[config.mk]
export PLATFORM = sky130hd
export DESIGN_NAME = wbu_commit
export DESIGN_NICKNAME = d
export VERILOG_FILES = /design/src/rtl/wbu_commit.sv
export SDC_FILE = /design/constraint.sdc
export NUM_CORES = 1
export LEC_CHECK = 0
export CAP_MARGIN = 20
export CORE_MARGIN = 5
export CORE_UTILIZATION = 50
export DETAILED_ROUTE_END_ITERATION = 10
export PLACE_DENSITY = 0.71
export SYNTH_ARGS = -nofsm -noshare
export SYNTH_HDL_FRONTEND = slang
export SYNTH_SLANG_ARGS = --single-unit
[constraint.sdc]
create_clock -name clock -period 55.6 [get_ports clock]
set_input_delay 8.34 -clock clock [delete_from_list [all_inputs] [get_ports clock]]
set_output_delay 8.34 -clock clock [all_outputs]
set_load 0.02 [all_outputs]
[src/rtl/wbu_commit.sv]
// In-order commit buffer for the NPC writeback stage: retires one entry per cycle,
// decodes exceptions, squashes on trap/mret, and tracks retire/halt/watchdog status.
module wbu_commit #(
  parameter int unsigned XLEN     = 32,
  parameter int unsigned DEPTH    = 4,
  parameter int unsigned NUM_EXCP = 16,
  parameter int unsigned BRK_BIT  = 3,
  parameter int unsigned TIMEOUT  = 32'h2000
) (
  input  logic                clock,
  input  logic                reset,
  input  logic                in_valid,
  output logic                in_ready,
  input  logic [XLEN-1:0]     in_pc,
  input  logic                in_gr_we,
  input  logic [4:0]          in_rd,
  input  logic [XLEN-1:0]     in_result,
  input  logic                in_csr_we,
  input  logic [11:0]         in_csr_addr,
  input  logic [XLEN-1:0]     in_csr_wdata,
  input  logic                in_xret,
  input  logic [NUM_EXCP-1:0] in_excp,
  input  logic                commit_ready,
  output logic                rf_we_o,
  output logic [4:0]          rf_rd_o,
  output logic [XLEN-1:0]     rf_wdata_o,
  output logic                csr_we_o,
  output logic [11:0]         csr_addr_o,
  output logic [XLEN-1:0]     csr_wdata_o,
  output logic [XLEN-1:0]     csr_mcause_o,
  output logic [XLEN-1:0]     csr_mepc_o,
  output logic                excp_flush,
  output logic                mret_flush,
  output logic                retire_valid,
  output logic [XLEN-1:0]     retire_count,
  output logic                halt_o,
  output logic                watchdog_o
);

  localparam int unsigned AW = (DEPTH > 1) ? $clog2(DEPTH) : 1;
  localparam int unsigned PW = AW + 1;
  localparam int unsigned IW = 32;

  typedef struct packed {
    logic [XLEN-1:0]     pc;
    logic                gr_we;
    logic [4:0]          rd;
    logic [XLEN-1:0]     result;
    logic                csr_we;
    logic [11:0]         csr_addr;
    logic [XLEN-1:0]     csr_wdata;
    logic                xret;
    logic [NUM_EXCP-1:0] excp;
  } entry_t;

  entry_t          mem_q [DEPTH];
  entry_t          mem_d [DEPTH];
  logic [PW-1:0]   wr_ptr_q, wr_ptr_d;
  logic [PW-1:0]   rd_ptr_q, rd_ptr_d;
  logic [XLEN-1:0] retire_count_q, retire_count_d;
  logic [IW-1:0]   idle_q, idle_d;
  logic            halt_q, halt_d;
  logic            watchdog_q, watchdog_d;

  entry_t          in_entry_c;
  entry_t          head_c;
  logic            empty_c, full_c;
  logic            head_excp_c;
  logic            push_c, pop_c, squash_c;

  // Occupancy, head decode and combinational write-port outputs.
  always_comb begin
    in_entry_c   = '{pc: in_pc, gr_we: in_gr_we, rd: in_rd, result: in_result,
                     csr_we: in_csr_we, csr_addr: in_csr_addr, csr_wdata: in_csr_wdata,
                     xret: in_xret, excp: in_excp};
    empty_c      = (wr_ptr_q == rd_ptr_q);
    full_c       = (wr_ptr_q[AW-1:0] == rd_ptr_q[AW-1:0]) && (wr_ptr_q[PW-1] != rd_ptr_q[PW-1]);
    head_c       = empty_c ? '0 : mem_q[rd_ptr_q[AW-1:0]];
    head_excp_c  = |head_c.excp;
    retire_valid = !empty_c && commit_ready;
    in_ready     = !full_c || retire_valid;
    push_c       = in_valid && in_ready;
    pop_c        = retire_valid;

    rf_we_o      = retire_valid && head_c.gr_we && !head_excp_c;
    rf_rd_o      = head_c.rd;
    rf_wdata_o   = head_c.result;
    csr_we_o     = retire_valid && head_c.csr_we && !head_excp_c;
    csr_addr_o   = head_c.csr_addr;
    csr_wdata_o  = head_c.csr_wdata;
    csr_mepc_o   = head_c.pc;
    excp_flush   = retire_valid && head_excp_c;
    mret_flush   = retire_valid && head_c.xret && !head_excp_c;
    squash_c     = excp_flush || mret_flush;

    // Scan from the top so the lowest set bit wins.
    csr_mcause_o = '0;
    for (int i = NUM_EXCP - 1; i >= 0; i--) begin
      if (head_c.excp[i]) csr_mcause_o = XLEN'(unsigned'(i));
    end

    retire_count = retire_count_q;
    halt_o       = halt_q;
    watchdog_o   = watchdog_q;
  end

  // Next-state: pointers, storage, counters and sticky flags.
  always_comb begin
    mem_d          = mem_q;
    wr_ptr_d       = wr_ptr_q;
    rd_ptr_d       = rd_ptr_q;
    retire_count_d = retire_count_q;
    idle_d         = idle_q;
    halt_d         = halt_q;
    watchdog_d     = watchdog_q;

    if (push_c) mem_d[wr_ptr_q[AW-1:0]] = in_entry_c;

    // A trapping retirement discards everything younger, including this cycle's push.
    if (squash_c) begin
      wr_ptr_d = '0;
      rd_ptr_d = '0;
    end else begin
      if (push_c) wr_ptr_d = wr_ptr_q + PW'(1);
      if (pop_c)  rd_ptr_d = rd_ptr_q + PW'(1);
    end

    if (pop_c) begin
      retire_count_d = retire_count_q + XLEN'(1);
      idle_d         = '0;
      if (head_c.excp[BRK_BIT]) halt_d = 1'b1;
    end else if (idle_q < IW'(TIMEOUT)) begin
      idle_d = idle_q + IW'(1);
    end

    if (idle_d == IW'(TIMEOUT)) watchdog_d = 1'b1;
  end

  always_ff @(posedge clock or posedge reset) begin
    if (reset) begin
      for (int i = 0; i < DEPTH; i++) mem_q[i] <= '0;
      wr_ptr_q       <= '0;
      rd_ptr_q       <= '0;
      retire_count_q <= '0;
      idle_q         <= '0;
      halt_q         <= 1'b0;
      watchdog_q     <= 1'b0;
    end else begin
      for (int i = 0; i < DEPTH; i++) mem_q[i] <= mem_d[i];
      wr_ptr_q       <= wr_ptr_d;
      rd_ptr_q       <= rd_ptr_d;
      retire_count_q <= retire_count_d;
      idle_q         <= idle_d;
      halt_q         <= halt_d;
      watchdog_q     <= watchdog_d;
    end
  end

endmodule

[Yosys cells after proc, flatten, opt, wreduce, memory -nomap -nowiden]
Index checks and enable logic that the tools add are counted.
Word-level totals
  bits in read-only memories: 0
  memories: 0
  latch bits: 0
  register bits after elaboration: 600
  bits of input ports: 136
  word-level logic and storage cells: 105
  output and inout bits: 185
  bits in writable memories: 0
Operators by class
  equality and inequality tests: 4
  bitwise gates (word level): 2
  reduce and logical (&&, ||, !) cells: 20
  divide/modulo/power cells: 0
  order comparisons: 4
  add/subtract/negate cells: 4
  shifts and indexed selects: 0
  mux-type cells: 29
  multiply operators: 0
Operators with widths (number)
  $mux W32: 17
  $bwmux W528: 1
  $mux W132: 4
  $bmux W132 S2: 1
  $demux W132 S2: 1
  $add A32 B1 Y32 const B: 2
  $eq A32 B14 Y1 const B: 1
  $lt A32 B14 Y1 const B: 1
  $reduce_or A16 Y1: 1
  $mux W3: 4
  $logic_and A1 B1 Y1: 11
  $add A3 B1 Y3 const B: 2
  $ge A3 B3 Y1 const B: 2
  $not A2 Y3: 2
  $mux W4: 1
  $reduce_bool A2 Y1: 2
  $eq A3 B3 Y1: 1
  $logic_not A1 Y1: 3
  $lt A3 B1 Y1 const B: 1
  $eq A2 B2 Y1: 1
  $logic_or A1 B1 Y1: 2
  $reduce_and A2 Y1: 1
  $ne A1 B1 Y1: 1

[Logic depth before layout (Yosys ltp)]
Gate-level depths: netlist of the first run.
  depth in word-level cells: 21
  mapped depth: 9
  mapped depth without buffers: 7

[Worst setup path after synthesis of the first run]
Ideal clock, no wire load.
  path type: input port to output port
  start: in commit_ready
  end: out csr_we_o
  slack: 38.121 ns
  buffers on the path: 1
  required time: 47.260 ns
  data arrival time: 9.139 ns
  cell stages on the path: 4
  cell sequence: nand2b_1 > clkbuf_1 > or2_1 > nor2b_1
On the way
  cells in the longest elaborated chain, start to end: 3
Ends and longest elaborated chain
  from (decl): RTL line 23  | input logic commit_ready,
  $logic_and A1 B1 Y1: RTL line 80  | retire_valid = !empty_c && commit_ready;
  $logic_and A1 B1 Y1 (2 in series): RTL line 88  | csr_we_o = retire_valid && head_c.csr_we && !head_excp_c;
  to (decl): RTL line 27  | output logic csr_we_o,
No other way between the ends.

[Final worst setup path of the first run]
  start: in commit_ready
  end: out excp_flush
On the way
  cells in the longest elaborated chain, start to end: 2
Ends and longest elaborated chain
  $logic_and A1 B1 Y1: RTL line 80
  $logic_and A1 B1 Y1: RTL line 92  | excp_flush = retire_valid && head_excp_c;
  to (decl): RTL line 32  | output logic excp_flush,
No other way between the ends.

==> results of run 1 <==
[synth_stat cells (all sizes together) (3+ instances only)]
library cell	n
a211o	3
a21oi	3
and2	21
and3	3
and4	3
buf	116
clkbuf	19
dfrtp	600
ha	7
inv	18
mux2	530
mux4	132
nand2	30
nand2b	4
nand3	12
nand4	8
nor2	46
nor2b	119
nor3	15
nor3b	3
nor4	10
o21ai	7
or3	3
xnor2	32
xor2	15
[cells by family (layout without fill, tap and decap cells)]
kind of cell    count (synthesis)  count (layout)  synth area share
mux                           664             664             0.325
flops                         600             600             0.545
simple gates                  283             283            0.0607
buf+inv                       153             451            0.0435
xor+xnor                       47              47            0.0149
compound gates                 29              29           0.00794
fa+ha+maj                       7               7           0.00318
other cells                     1              33          0.000136
[per-stage QoR]
stage               cells  power, uW
floorplan            1811       1350
global placement     2689       1650
detailed placement   2689       1690
CTS                  2812       2130
global route         2815       2230
finish               2818       2100
[where the power goes]
group	total, uW	switching (uW)	internal (uW)
Combinational	920	434	486
Clock	437	177	260
Sequential	746	109	638
[worst max-delay path by stage]
| stage | from | endpoint | slack [ns] | cells after the start |
|---|---|---|---|---|
| 6_report | commit_ready | excp_flush | 36.74 | 6 |
| 5_1_grt | commit_ready | excp_flush | 36.60 | 6 |
| 2_1_floorplan | reset | halt_o | 30.47 | 1 |
| 3_3_place_gp | commit_ready | excp_flush | 36.76 | 6 |
| 3_5_place_dp | commit_ready | excp_flush | 36.77 | 6 |
| 4_1_cts | commit_ready | excp_flush | 36.74 | 6 |
[worst max-delay path: cells and delay by family]
family	cells	cell delay (ns)
AND/OR/NAND/NOR	2	0.29
buffers and inverters	4	1.88
[per-layer routing]
layer	GRT usage	routed length [um]	up-vias
met5	0	79	-
met4	0.0517	1130	10
met3	0.0544	3070	91
met2	0.348	30300	272
met1	0.273	26000	8333
li1	-	-	6962
[registers in the layout, indices dropped and copies added, names as in the netlist]
name / flops
mem_q: 528
retire_count: 32
watchdog_o: 1
idle_q: 32
rd_ptr_q: 3
wr_ptr_q: 3
halt_o: 1
[cell type report]
| class | instances | area (um2) |
|---|---|---|
| Antenna cell | 5 | 12.5 |
| Clock buffer | 101 | 2010 |
| Clock inverter | 22 | 190 |
| Fill cell | 4194 | 22100 |
| Inverter | 18 | 75.1 |
| Multi-Input combinational cell | 1058 | 11500 |
| Sequential cell | 600 | 15000 |
| Tap cell | 704 | 881 |
| Timing Repair Buffer | 310 | 3090 |
==> results.txt, run 1 <==
- Hold timing on the final database bottoms out at a slack of 0.466 ns.
- Counting flops with an async set or reset pin after synthesis yields a share of 1.00.
* Routed Antenna Nets: 0
- Power per Cell Area: 64.2 nW/um2
* Overall fraction of global-route tracks in use: 0.207
- Data on the critical path is required at its endpoint by 47.26 ns.
- The share of synthesized area in the top cell type comes to 0.545.
- DRC violations left: 0
* Initial Utilization: 0.502
* Most frequent cell on the critical path: sky130_fd_sc_hd__clkdlybuf4s50_1
* Post-CTS Setup Inserts: 0
* Via count normalized by instance count: 5.56
- Final-report max-slew violation count: 0
- In the post-synthesis netlist, the biggest area contributors are sky130_fd_sc_hd__dfrtp_1 (54%), sky130_fd_sc_hd__mux2_1 (13%), sky130_fd_sc_hd__mux4_2 (11%).
- The total area inside the core boundary comes to 54900 um2.
- After clock tree synthesis, the flow added hold-fix buffers numbering 0.
- Counting instances, the worst hold path has a depth of 1.
- Worst IR drop on VDD: 0.0449 mV
- Type of the worst min-delay path: reg2reg
- The setup check on the worst reg-to-reg path leaves a slack of 51.10 ns.
- The finished cells cover 32800 um2.
- Pin placement for this block handled 321 I/O pins.
- Routability cong.: 0.757
- Most used cells in the layout excluding fill and tap cells: sky130_fd_sc_hd__dfrtp_1 (598), sky130_fd_sc_hd__mux2_1 (310), sky130_fd_sc_hd__clkdlybuf4s50_1 (292)
* Die W: 245 um
- In the final layout, the share of cells above drive strength 1 is 0.235.
- From bottom edge to top edge, the die measures 245 um.
- Standard cell area after detailed placement: 30500 um2
- Counting I/O delays and the setup requirement, the final critical path takes 18.86 ns.
* Post-Syn Instances: 1784
- Dividing the detail-routed wire length by the instance count gives 21.5 um.
* Number of synthesized flops with an enable pin: 0
* Clock tree sinks: 600
* Fin Clk Skew: 0.0178 ns
* Maximum root-to-sink buffer count: 3
* Top_reg_cell synth: sky130_fd_sc_hd__dfrtp_1
- For this run, the post-layout net count is 2199.
- Result of the run: finished, final reports clean
- During synthesis, Yosys emitted a total of 0 warnings.
* Post-Synthesis Mean Instance Area: 15.5 um2
- The final count of hold timing violations is 0.
* PortBufs: 292
* Number of maximum-capacitance constraint violations: 0
- Fraction of the core area covered by cells at the end of the flow: 0.597
* Sequence of cells on the critical path: clkdlybuf4s50_1 -> nand2b_1 -> buf_4 -> inv_2 -> and2_1 -> clkdlybuf4s50_1
- On the critical path, the stage with the largest delay is an instance of sky130_fd_sc_hd__clkdlybuf4s50_1.
- Before CTS, the worst setup slack after placement is 36.77 ns.
- The final route contains 15668 vias.
- Final WS setup: 36.74 ns
- End point of the worst hold path: retire_count[31]
- Count of unique library cells instantiated by Yosys: 57
- Relative to the synthesized area, the layout overhead comes to 18.9%.
- Entering global routing, the biggest net connects 141 pins.
- The worst pin sits at a relative slew slack of 0.360.
- At the worst endpoint, the arrival time is 10.52 ns.
- R2R Path End: mem_q[122]
- Clock transition at the registers of the reported paths: 0.05 ns
- First-pass GRT wire length: 99000 um
- Library cell used as clock root buffer: sky130_fd_sc_hd__clkbuf_16
* CP Class: in2out
* Leakage power: 0.0136 uW
- CTS H-tree lvls: 3
- For the final routed database, the setup TNS stands at 0 ns.
* Detailed placement HPWL: 36700 um
- Dividing the final minimum period by the clock period gives 0.339.
- After synthesis the netlist holds a flip-flop and latch count of 600.
- TritonCTS built the clock tree.
* Total CTS buffers: 68
- The synthesized netlist occupies a cell area of 27600 um2.
* FF-to-FF path depth: 6
- For this run, the top clock speed supported by timing is 53.0 MHz.
* Detailed Route WL: 60600 um
- The via count of the first global-routing pass was 17511.
* Latest clock arrival within the worst-skew pair: 0.60 ns
- Unrepaired setup endpoints after global routing: no
- Post-CTS repair changed the size of 0 cells.
* CP endpoint kind: primary output
* Number of setup violations in the final report: 0
- The largest total area in the synthesized netlist belongs to sky130_fd_sc_hd__dfrtp_1.
- Before antenna repair, the detailed router went through 4 iterations.
- Summed over all layers, the global routing overflow is 0.
* Drt first-iter violations: 628
- Slowest cell delay on critical path: 0.70 ns
- Leading cell type in the layout, fill and taps excluded: sky130_fd_sc_hd__dfrtp_1
- Slew @ Worst Pin: 0.960 ns
* Std cell rows: 86
- Max Fanout on Critical Path: 28
* Overall die area: 59900 um2
* Reg-to-Reg Start: rd_ptr_q[0]
- Sequential element share of the synthesized area: 0.545
* Initial antenna violation count: 9
* Hold wc startpoint: retire_count[31]
- Launching element type of the critical path: primary input
Power figures use the tool's default switching activity.
==> inputs of run 2 (changes only) <==
--- a/config.mk
+++ b/config.mk
@@ -9,7 +9,7 @@
 export CORE_MARGIN = 5
 export CORE_UTILIZATION = 50
 export DETAILED_ROUTE_END_ITERATION = 10
-export PLACE_DENSITY = 0.71
+export PLACE_DENSITY = 0.74
 export SYNTH_ARGS = -nofsm -noshare
 export SYNTH_HDL_FRONTEND = slang
 export SYNTH_SLANG_ARGS = --single-unit
==> constraint.sdc (replaced) <==
create_clock -name clock -period 15.79 [get_ports clock]
set_input_delay 2.3685 -clock clock [delete_from_list [all_inputs] [get_ports clock]]
set_output_delay 2.3685 -clock clock [all_outputs]
set_load 0.02 [all_outputs]
==> run 2 against run 1 <==
Combinational power grew to 3.5 times the previous value. Global-route usage is 0.53 points lower. Worst setup slack worse by 29 ns. Clock-buffer cell count is 4 lower. Worst hold slack worse by 0.011 ns. Sequential share of layout area is 0.23 points lower. Final cell count is 0.18% higher. Sequential power grew to 3.5 times the previous value. Design area is 0.50% higher. Die area stayed put. Critical path type is now reg2out.
==> results.txt, run 2 (same netlist as run 1, synthesis figures left out) <==
- The number of optimization iterations in the first detailed-route pass is 4 (unchanged).
* Accumulated negative setup slack: 0 ns (unchanged)
* Number of buffer and inverter instances along the worst setup path: 3 (-1)
* Flop-to-flop setup slack: 11.02 ns (-40.08 ns)
- The HPWL after detailed placement came to 37800 um (+3.0%).
- Slowest cell delay on critical path: 0.80 ns (+0.10 ns)
* First-pass GRT wire length: 97200 um (-1.8%)
- Layer with the highest usage: met2
- Drt first-iter violations: 698 (+11%)
* Vertical extent of the die: 245 um (unchanged)
- The flow ran to the end, and the final reports show no timing, DRC or antenna violations.
- Worst path arrival time: 5.24 ns (-5.28 ns)
* Routability cong.: 0.785 (+3.6%)
* Kind of cell adding the most delay to the critical path: buffers and inverters
- Post-CTS Setup Inserts: 0 (unchanged)
- Hold wc startpoint: halt_o
* Met3 usage: 0.0526 (-0.00185)
- The largest driver fanout on the critical path was 36 (+29%).
* Unrepaired setup endpoints after global routing: no
- The library cells used most frequently in the layout, excluding fill and tap cells, are sky130_fd_sc_hd__dfrtp_1 (598), sky130_fd_sc_hd__mux2_1 (310), sky130_fd_sc_hd__clkdlybuf4s50_1 (292).
* Total of hold buffers inserted after clock tree synthesis: 0 (unchanged)
* Latest clock arrival within the worst-skew pair: 0.59 ns (about the same)
* Clock transition at the registers of the reported paths: 0.06 ns (about the same)
* Tightest hold margin: 0.456 ns (-0.0106 ns)
- Fraction of met1 tracks used by global routing: 0.268 (-0.00489)
- Counting stages on the worst path, the most repeated cell is sky130_fd_sc_hd__buf_4.
- For this run, the top clock speed supported by timing is 131 MHz.
* Via count normalized by instance count: 5.52 (-0.80%)
- The number of pins exceeding their max-slew limit in the final report is 0 (unchanged).
- The full die area is 59900 um2 (unchanged).
* CP endpoint kind: primary output
- Power per Cell Area: 226 nW/um2 (+250%)
- Worst setup path start: rd_ptr_q[1]
* Number of setup violations in the final report: 0 (unchanged)
- Count of vias placed by the detailed router: 15570 (-0.63%)
- The library cell used most frequently in the layout, excluding fill and tap cells, is sky130_fd_sc_hd__dfrtp_1.
- Maximum root-to-sink buffer count: 3 (unchanged)
* Sequence of cells on the critical path: buf_4 -> buf_4 -> mux4_2 -> nor4_1 -> a41oi_1 -> or2_1 -> nor2b_1 -> clkdlybuf4s50_1
- PortBufs: 292 (unchanged)
- CP Class: reg2out
- On the critical path, the stage with the largest delay is an instance of sky130_fd_sc_hd__dfrtp_4.
- The worst setup path is launched from a flip-flop.
- Total CTS buffers: 68 (unchanged)
- Number of flip-flops under the largest register name: 528 (unchanged)
* Headroom to the max-slew limit: 0.318 (-0.0421)
* Std cell rows: 86 (unchanged)
- The final worst clock skew came to 0.0239 ns (+0.00609 ns).
* Clock tree sinks: 600 (unchanged)
- The aggregate global-route resource usage was 0.202 (-0.00535).
* I/O pin total: 321 (unchanged)
* Library cell used as clock root buffer: sky130_fd_sc_hd__clkbuf_16
- Core ar.: 54900 um2 (unchanged)
- Area grow syn2layout: 19.5%
- The maximum level of the CTS H-tree was 3 (unchanged).
- Data required time at the worst endpoint: 13.42 ns (-33.84 ns)
- The count of unresolved DRC violations after routing came to 0 (unchanged).
- The starting utilization of the core area is 0.502 (unchanged).
- The number of gates given a new drive strength after cts came to 0 (unchanged).
- Met2 Track Usage GR: 0.337 (-0.0113)
* Via count of the first global-routing pass: 17406 (-0.60%)
- The leftover overflow at the end of global routing came to 0 (unchanged).
- TritonCTS clock tree: done
* Number of maximum-capacitance constraint violations: 0 (unchanged)
- In this run the critical register-to-register path is launched from rd_ptr_q[1].
* Slew @ Worst Pin: 1.02 ns (+0.0631 ns)
- The initial antenna violation count came to 7 (-2).
* Worst IR drop on VDD: 0.165 mV (+270%)
- Subtracting the final worst setup slack from the clock period gives 7.61 ns.
* Power after layout: 7430 uW (+250%)
- Hold Vio Cnt, Final: 0 (unchanged)
- The leakage component of the power came to 0.0137 uW (+0.58%).
- The share of cells above drive strength 1 is 0.239 (+0.00406).
* Final worst path period share: 0.482
- The remaining number of nets flagged by the antenna check after routing is 0 (unchanged).
* Maximum number of pins on one net before global-route repair: 87 (-38%)
- The horizontal extent of the die was 245 um (unchanged).
* DR WL/cell: 21.2 um (-1.6%)
* Type of the worst min-delay path: reg2reg
- The count of nets after finishing came to 2205 (+0.27%).
* Detailed Route WL: 59700 um (-1.4%)
- More flip-flops sit in one register than any other, and that register is mem_q.
-- run 2: changes by cell type in the layout (fill, tap and decap cells not counted), sizes merged --
cell / previous run / this run
clkbuf: 101 / 97
clkinvlp: 0 / 2
bufinv: 2 / 5
inv: 22 / 21
buf: 18 / 24
diode: 5 / 4
-- run 2: final cells by class --
class	count	area, um2
sequential	600	15000
inverter	18	71.3
fill	4147	21900
clock inverter	26	295
antenna	4	10.0
clock buffer	97	1980
tap	704	881
timing repair buffer	316	3180
multi-input combinational	1058	11500
-- run 2: per-layer routing --
metal	share of wire	routed length, um
met4	0.022	1300
met3	0.054	3200
met1	0.43	25600
met5	0.00069	41
met2	0.49	29600
-- run 2: stage by stage --
stage	instances	area, um2	setup slack [ns]	utilization
floorplan	1811	27700	5.24	-
global placement	2692	30500	8.67	0.557
detailed placement	2692	30500	8.57	0.557
CTS	2815	32800	8.07	0.598
global route	2821	32900	7.84	0.600
finish	2823	32900	8.18	0.600
-- run 2: path summary, 6_finish.rpt --
check,end,depth (start not counted)
hold / removal,halt_o,1
setup / recovery,rf_we_o,8
min in group asynchronous,mem_q[310],2
max in group asynchronous,mem_q[233],6
setup reg to reg,mem_q[444],7
hold reg to reg,halt_o,1
-- run 2: where the power goes --
part | leakage [uW] | switching, uW | internal (uW)
combinational | 0.00532 | 1510 | 1720
sequential | 0.00724 | 375 | 2250
clock | 0.00113 | 626 | 960
-- run 2: worst register-to-register path: cells and delay by family (launching register included) --
family	cells	cell delay (ns)
AND/OR/NAND/NOR	3	1.74
buffers and inverters	2	1.44
flip-flops	1	0.80
multiplexers	1	0.44
XOR/XNOR	1	0.24
==> patch 1 (settings of run 1) <==
Set the parameter `XLEN` to 64 (it was 32).
--- a/src/rtl/wbu_commit.sv
+++ b/src/rtl/wbu_commit.sv
@@ -1,7 +1,7 @@
 // In-order commit buffer for the NPC writeback stage: retires one entry per cycle,
 // decodes exceptions, squashes on trap/mret, and tracks retire/halt/watchdog status.
 module wbu_commit #(
-  parameter int unsigned XLEN     = 32,
+  parameter int unsigned XLEN     = 64,
   parameter int unsigned DEPTH    = 4,
   parameter int unsigned NUM_EXCP = 16,
   parameter int unsigned BRK_BIT  = 3,
Ports: changed (8 resized); port bits go from 321 to 577. The function was not compared with the original's and may differ.
==> patch 1 against run 1 <==
  * First-iteration DRC count up 110%
  * Non-clock buffer count up 243
  * Register-to-register slack worse by 970 ps
  * Synthesized area up 66%
  * Worst setup slack worse by 520 ps
  * Design area up 69%
  * Final cell count up 68%
  * Routed wire length up 86%
  * Total power up 61%
  * Clock skew up 6.8 ps
  * Sequential cell count up 416
  * Largest cell class unchanged
==> patch 1: results (changes against run 1) <==
GR Overflow Total = 0 (unchanged)
Met3 routed WL = 6480 um (+110%)
Pin count of the biggest net entering global routing = 143 (+1.4%)
Cell Area, Placed = 51,700 sq um (+69%)
CP max FO = 36 (+29%)
Final WL = 113,000 um (+86%)
Hold path start = halt_o$_DFFE_PP0P_
Final setup skew = 24.6 ps (+6.79 ps)
Measured slew at the worst slew-check pin = 1140 ps (+181 ps)
DP Cell Count = 4,525 (+68%)
Met1 WL = 43,700 um (+68%)
Number of flip-flops under the largest register name = 912 (+73%)
Commonest cells in the netlist = dfrtp_1 (1,016), mux2_2 (913), mux4_2 (228)
Setup WS pre-CTS = 36,170 ps (-593 ps)
Num CTS Buffers = 109 (+60%)
All-Layer GR Usage = 23.1% (+2.3 points)
Fillers = 6,778 (+62%)
Max stage delay on crit path = 720 ps (+20 ps)
Reg-to-Reg Start = rd_ptr_q[1]$_DFFE_PP0P_
Reg with most FFs = mem_q
Post-synthesis mux area share = 33.7% (+1.2 points)
XOR/XNOR Fraction of Synth Area = 1.49% (about the same)
LEAKAGE = 23.0 nW (+69%)
Drt first-iter violations = 1,299 (+110%)
First-pass GRT wire length = 179,000 um (+81%)
Initial DRT Pass Iterations = 5 (+1)
Routability cong. = 0.848 (+12%)
Status = complete, no violations
Slowest stage cell, crit path = inv_1
Synth Instances = 2,977 (+67%)
IO buf count = 516 (+77%)
Worst Hold Margin = 474 ps (+7.97 ps)
Met2 routed WL = 58,900 um (+94%)
Initial antenna violation count = 33 (+24)
Nets = 3,694 (+68%)
Synth top area cells = dfrtp_1 (56%), mux2_2 (22%), mux4_2 (11%)
Vias in the first global route = 30,600 (+75%)
Clk Latency, worst-skew pair = 670 ps (+70 ps)
Final std cells w/o fill = 4,748 (+68%)
Met1 Usage GRT = 27.6% (+0.29 points)
Post-CTS Setup Inserts = 0 (unchanged)
Worst EP arrival = 11,040 ps (+520 ps)
Max VDD drop = 0.0436 mV (-2.8%)
DP HPWL = 72,900 um (+99%)
M3 GR Usage = 5.61% (+0.17 points)
Distinct cell type count after synthesis = 52 (-8.8%)
Adder-cell share of the synthesized area = 0.191% (-0.13 points)
Compound-Gate Fraction of Synth Area = 0.544% (-0.25 points)
Final period util = 34.9% (+0.94 points)
Layout cells sized above 1 = 38.4% (+15 points)
Routed via count = 26,700 (+71%)
Worst R2R Setup Slack = 50,130 ps (-970 ps)
## patch 1: cell count changes after synthesis, sizes merged, moves of 21 or more
cell / run 1 / this run
dfrtp: 600 / 1016
mux2: 530 / 913
clkbuf: 19 / 56
nand3: 12 / 33
nor2b: 119 / 211
buf: 116 / 189
mux4: 132 / 228
## patch 1: layout make-up
type | count | area [sq um] | area share, %
inverters | 12 | 52.6 | 0.0948
repair buffers | 553 | 5590 | 10.1
clock buffers | 164 | 3190 | 5.75
diodes | 22 | 55.1 | 0.0994
well taps | 1186 | 1480 | 2.68
clock inverters | 32 | 325 | 0.587
multi-input cells | 1763 | 19300 | 34.8
flip-flops and latches | 1016 | 25400 | 45.9
## patch 1: cell families (layout without fill, tap and decap cells)
family | Yosys count | after routing
XOR/XNOR | 78 | 78
AO/OA/AOI/OAI | 36 | 36
adder cells (fa/ha/maj) | 7 | 7
other | 1 | 82
multiplexers | 1141 | 1141
buffers and inverters | 257 | 761
AND/OR/NAND/NOR | 441 | 441
flip-flops | 1016 | 1016
## patch 1: worst paths after layout
kind / end / cells after the start
worst min register to register: halt_o$_DFFE_PP0P_ / 1
max in group asynchronous: mem_q[274]$_DFFE_PP0P_ / 6
worst max-delay path: mret_flush / 6
min in group asynchronous: retire_count[32]$_DFFE_PP0P_ / 2
worst max register to register: mem_q[317]$_DFFE_PP0P_ / 8
worst min-delay path: halt_o$_DFFE_PP0P_ / 1
## patch 1: worst max-delay path: cells and delay by family
family	cells	cell delay (ps)
AND/OR/NAND/NOR	1	290
AO/OA/AOI/OAI	1	440
buffers and inverters	4	1960
## patch 1: report_power, final
part / leakage [nW] / internal (mW) / switching [mW] / total (mW)
combinational: 8.98 / 0.764 / 0.658 / 1.42
clock: 1.74 / 0.417 / 0.290 / 0.707
sequential: 12.3 / 1.08 / 0.174 / 1.26
==> patch 2 (config.mk and constraints of run 1) <==
Without the edit above. Put a register stage on the output `retire_count`. The value now appears one clock later. The other outputs are not delayed to match.
--- a/src/rtl/wbu_commit.sv
+++ b/src/rtl/wbu_commit.sv
@@ -53,6 +53,8 @@
     logic [NUM_EXCP-1:0] excp;
   } entry_t;
 
+  logic [XLEN-1:0] retire_count_c;
+
   entry_t          mem_q [DEPTH];
   entry_t          mem_d [DEPTH];
   logic [PW-1:0]   wr_ptr_q, wr_ptr_d;
@@ -99,7 +101,7 @@
       if (head_c.excp[i]) csr_mcause_o = XLEN'(unsigned'(i));
     end
 
-    retire_count = retire_count_q;
+    retire_count_c = retire_count_q;
     halt_o       = halt_q;
     watchdog_o   = watchdog_q;
   end
@@ -156,5 +158,9 @@
     end
   end
 
+  always_ff @(posedge clock) begin
+    retire_count <= retire_count_c;
+  end
+
 endmodule
 
Behaviour: not the same (a bounded check fails within 4 cycles, from zero or initial values and one cycle with reset high).
==> patch 2 against run 1 <==
  * Worst setup slack better by 240 ps
  * Routed wire length down 0.12%
  * Non-clock buffer count unchanged
  * Largest cell class unchanged
  * Register-to-register slack worse by 110 ps
  * Highest routed layer unchanged
  * Maximum frequency up 1.3%
  * Critical path type unchanged
  * Synthesized area up 1.3%
  * Total power down 6.5%
  * Sequential share of layout area up 0.85 points
  * Design area up 2.4%
  * Critical path depth down 1
  * Clock skew up 10 ps
  * Sequential cell count up 32
==> patch 2: results (changes against run 1) <==
Fillers = 4,181 (-0.31%)
Slowest stage cell, crit path = clkdlybuf4s50_1
CP max FO = 22 (-21%)
Met1 Usage GRT = 26.7% (-0.56 points)
Clk Latency, worst-skew pair = 600 ps (about the same)
Commonest cells in the netlist = dfrtp_1 (600), mux2_2 (371), mux2_1 (157)
Drt first-iter violations = 680 (+8.3%)
Clock transition at path regs = 60 ps
H-Tree Depth = 3 (unchanged)
Final WL = 60,500 um (-0.12%)
Nets = 2,222 (+1.0%)
Setup WS pre-CTS = 36,960 ps (+188 ps)
Routability cong. = 0.753 (-0.65%)
Max VDD drop = 0.0398 mV (-11%)
All-Layer GR Usage = 20.3% (-0.49 points)
Pin count of the biggest net entering global routing = 178 (+26%)
Cell Int Power = 1.35 mW (-2.7%)
M3 GR Usage = 4.49% (-0.95 points)
Final setup skew = 28.3 ps (+10.5 ps)
Num CTS Buffers = 69 (+1.5%)
GR Overflow Total = 0 (unchanged)
Clk buf depth = 3 (unchanged)
Vias in the first global route = 17,400 (-0.55%)
Synth top area cells = dfrtp_1 (54%), mux2_2 (15%), mux4_2 (10%)
Async set-reset flop share out of synthesis = 94.9% (-5.1 points)
Via/cell ratio = 5.45 (-2.1%)
LEAKAGE = 13.9 nW (+2.4%)
Max stage delay on crit path = 610 ps (-90 ps)
Post-CTS resize count = 0 (unchanged)
First-pass GRT wire length = 97,800 um (-1.2%)
DP HPWL = 37,000 um (+0.94%)
Initial antenna violation count = 12 (+3)
Status = complete, no violations
Measured slew at the worst slew-check pin = 1020 ps (+59.8 ps)
Worst EP arrival = 10,280 ps (-240 ps)
Sequential element share of the synthesized area = 56.0% (+1.6 points)
Initial DRT Pass Iterations = 4 (unchanged)
Layout cells sized above 1 = 30.1% (+6.6 points)
Cell taking the most area after synthesis = dfrtp_1
GR met2 Demand/Resource = 34.1% (-0.71 points)
patch 2: worst max-delay path, delay by kind of cell:
family	cells	cell delay [ps]
buf+inv	3	1600
simple gates	2	340
patch 2: logic make-up (layout without fill, tap and decap cells):
| kind of cell | Yosys count | in the layout | synth area share [%] |
|---|---|---|---|
| AO/OA/AOI/OAI | 34 | 34 | 0.860 |
| XOR/XNOR | 46 | 46 | 1.44 |
| adder cells (fa/ha/maj) | 7 | 7 | 0.314 |
| buffers and inverters | 150 | 451 | 3.66 |
| flip-flops | 632 | 632 | 56.0 |
| multiplexers | 661 | 661 | 32.0 |
| other | 1 | 35 | 0.0134 |
| AND/OR/NAND/NOR | 275 | 275 | 5.63 |
patch 2: worst paths after layout:
| check | from | to | slack, ps | cells after the start |
|---|---|---|---|---|
| min in group asynchronous | reset | mem_q[378]$_DFFE_PP0P_ | 8280 | 2 |
| max in group asynchronous | reset | rd_ptr_q[1]$_DFFE_PP0P_ | 44200 | 6 |
| max | commit_ready | csr_we_o | 36980 | 5 |
| max reg2reg | rd_ptr_q[0]$_DFFE_PP0P_ | mem_q[289]$_DFFE_PP0P_ | 50990 | 6 |
| min reg2reg | retire_count_c[28]$_DFFE_PP0P_ | retire_count[28]$_DFF_P_ | 370 | 0 |
| min | retire_count_c[28]$_DFFE_PP0P_ | retire_count[28]$_DFF_P_ | 370 | 0 |
patch 2: layer usage:
metal / up-vias / share of wire [%]
li1: 7056 / -
met1: 8304 / 43
met2: 278 / 50
met3: 84 / 5.0
met4: 10 / 1.9
met5: - / 0.11
patch 2: cell type report:
class                           instances  area, sq um  share of cell area, %
Inverter                               15         63.8                  0.190
Clock buffer                          101         2060                   6.15
Sequential cell                       632        15700                   46.7
Tap cell                              748          936                   2.79
Multi-Input combinational cell       1051        11400                   34.0
Clock inverter                         25          283                  0.843
Timing Repair Buffer                  310         3110                   9.27
Antenna cell                            7         17.5                 0.0522
patch 2: metrics by stage:
stage               utilization [%]  area, sq um  cells  power [mW]
CTS                            60.7        33500   2880        1.99
floorplan                         -        28000   1833        1.25
finish                         60.8        33600   2889        1.97
global placement               56.4        31100   2754        1.49
detailed placement             56.4        31100   2754        1.52
global route                   60.8        33500   2887        2.08
patch 2: power groups by stage:
stage	registers, mW	logic (mW)	clock network (mW)
final	0.761	0.741	0.464
after floorplan	0.737	0.515	0
after global routing	0.785	0.799	0.495
after detailed placement	0.769	0.750	0
after global placement	0.751	0.735	0
after CTS	0.761	0.754	0.477
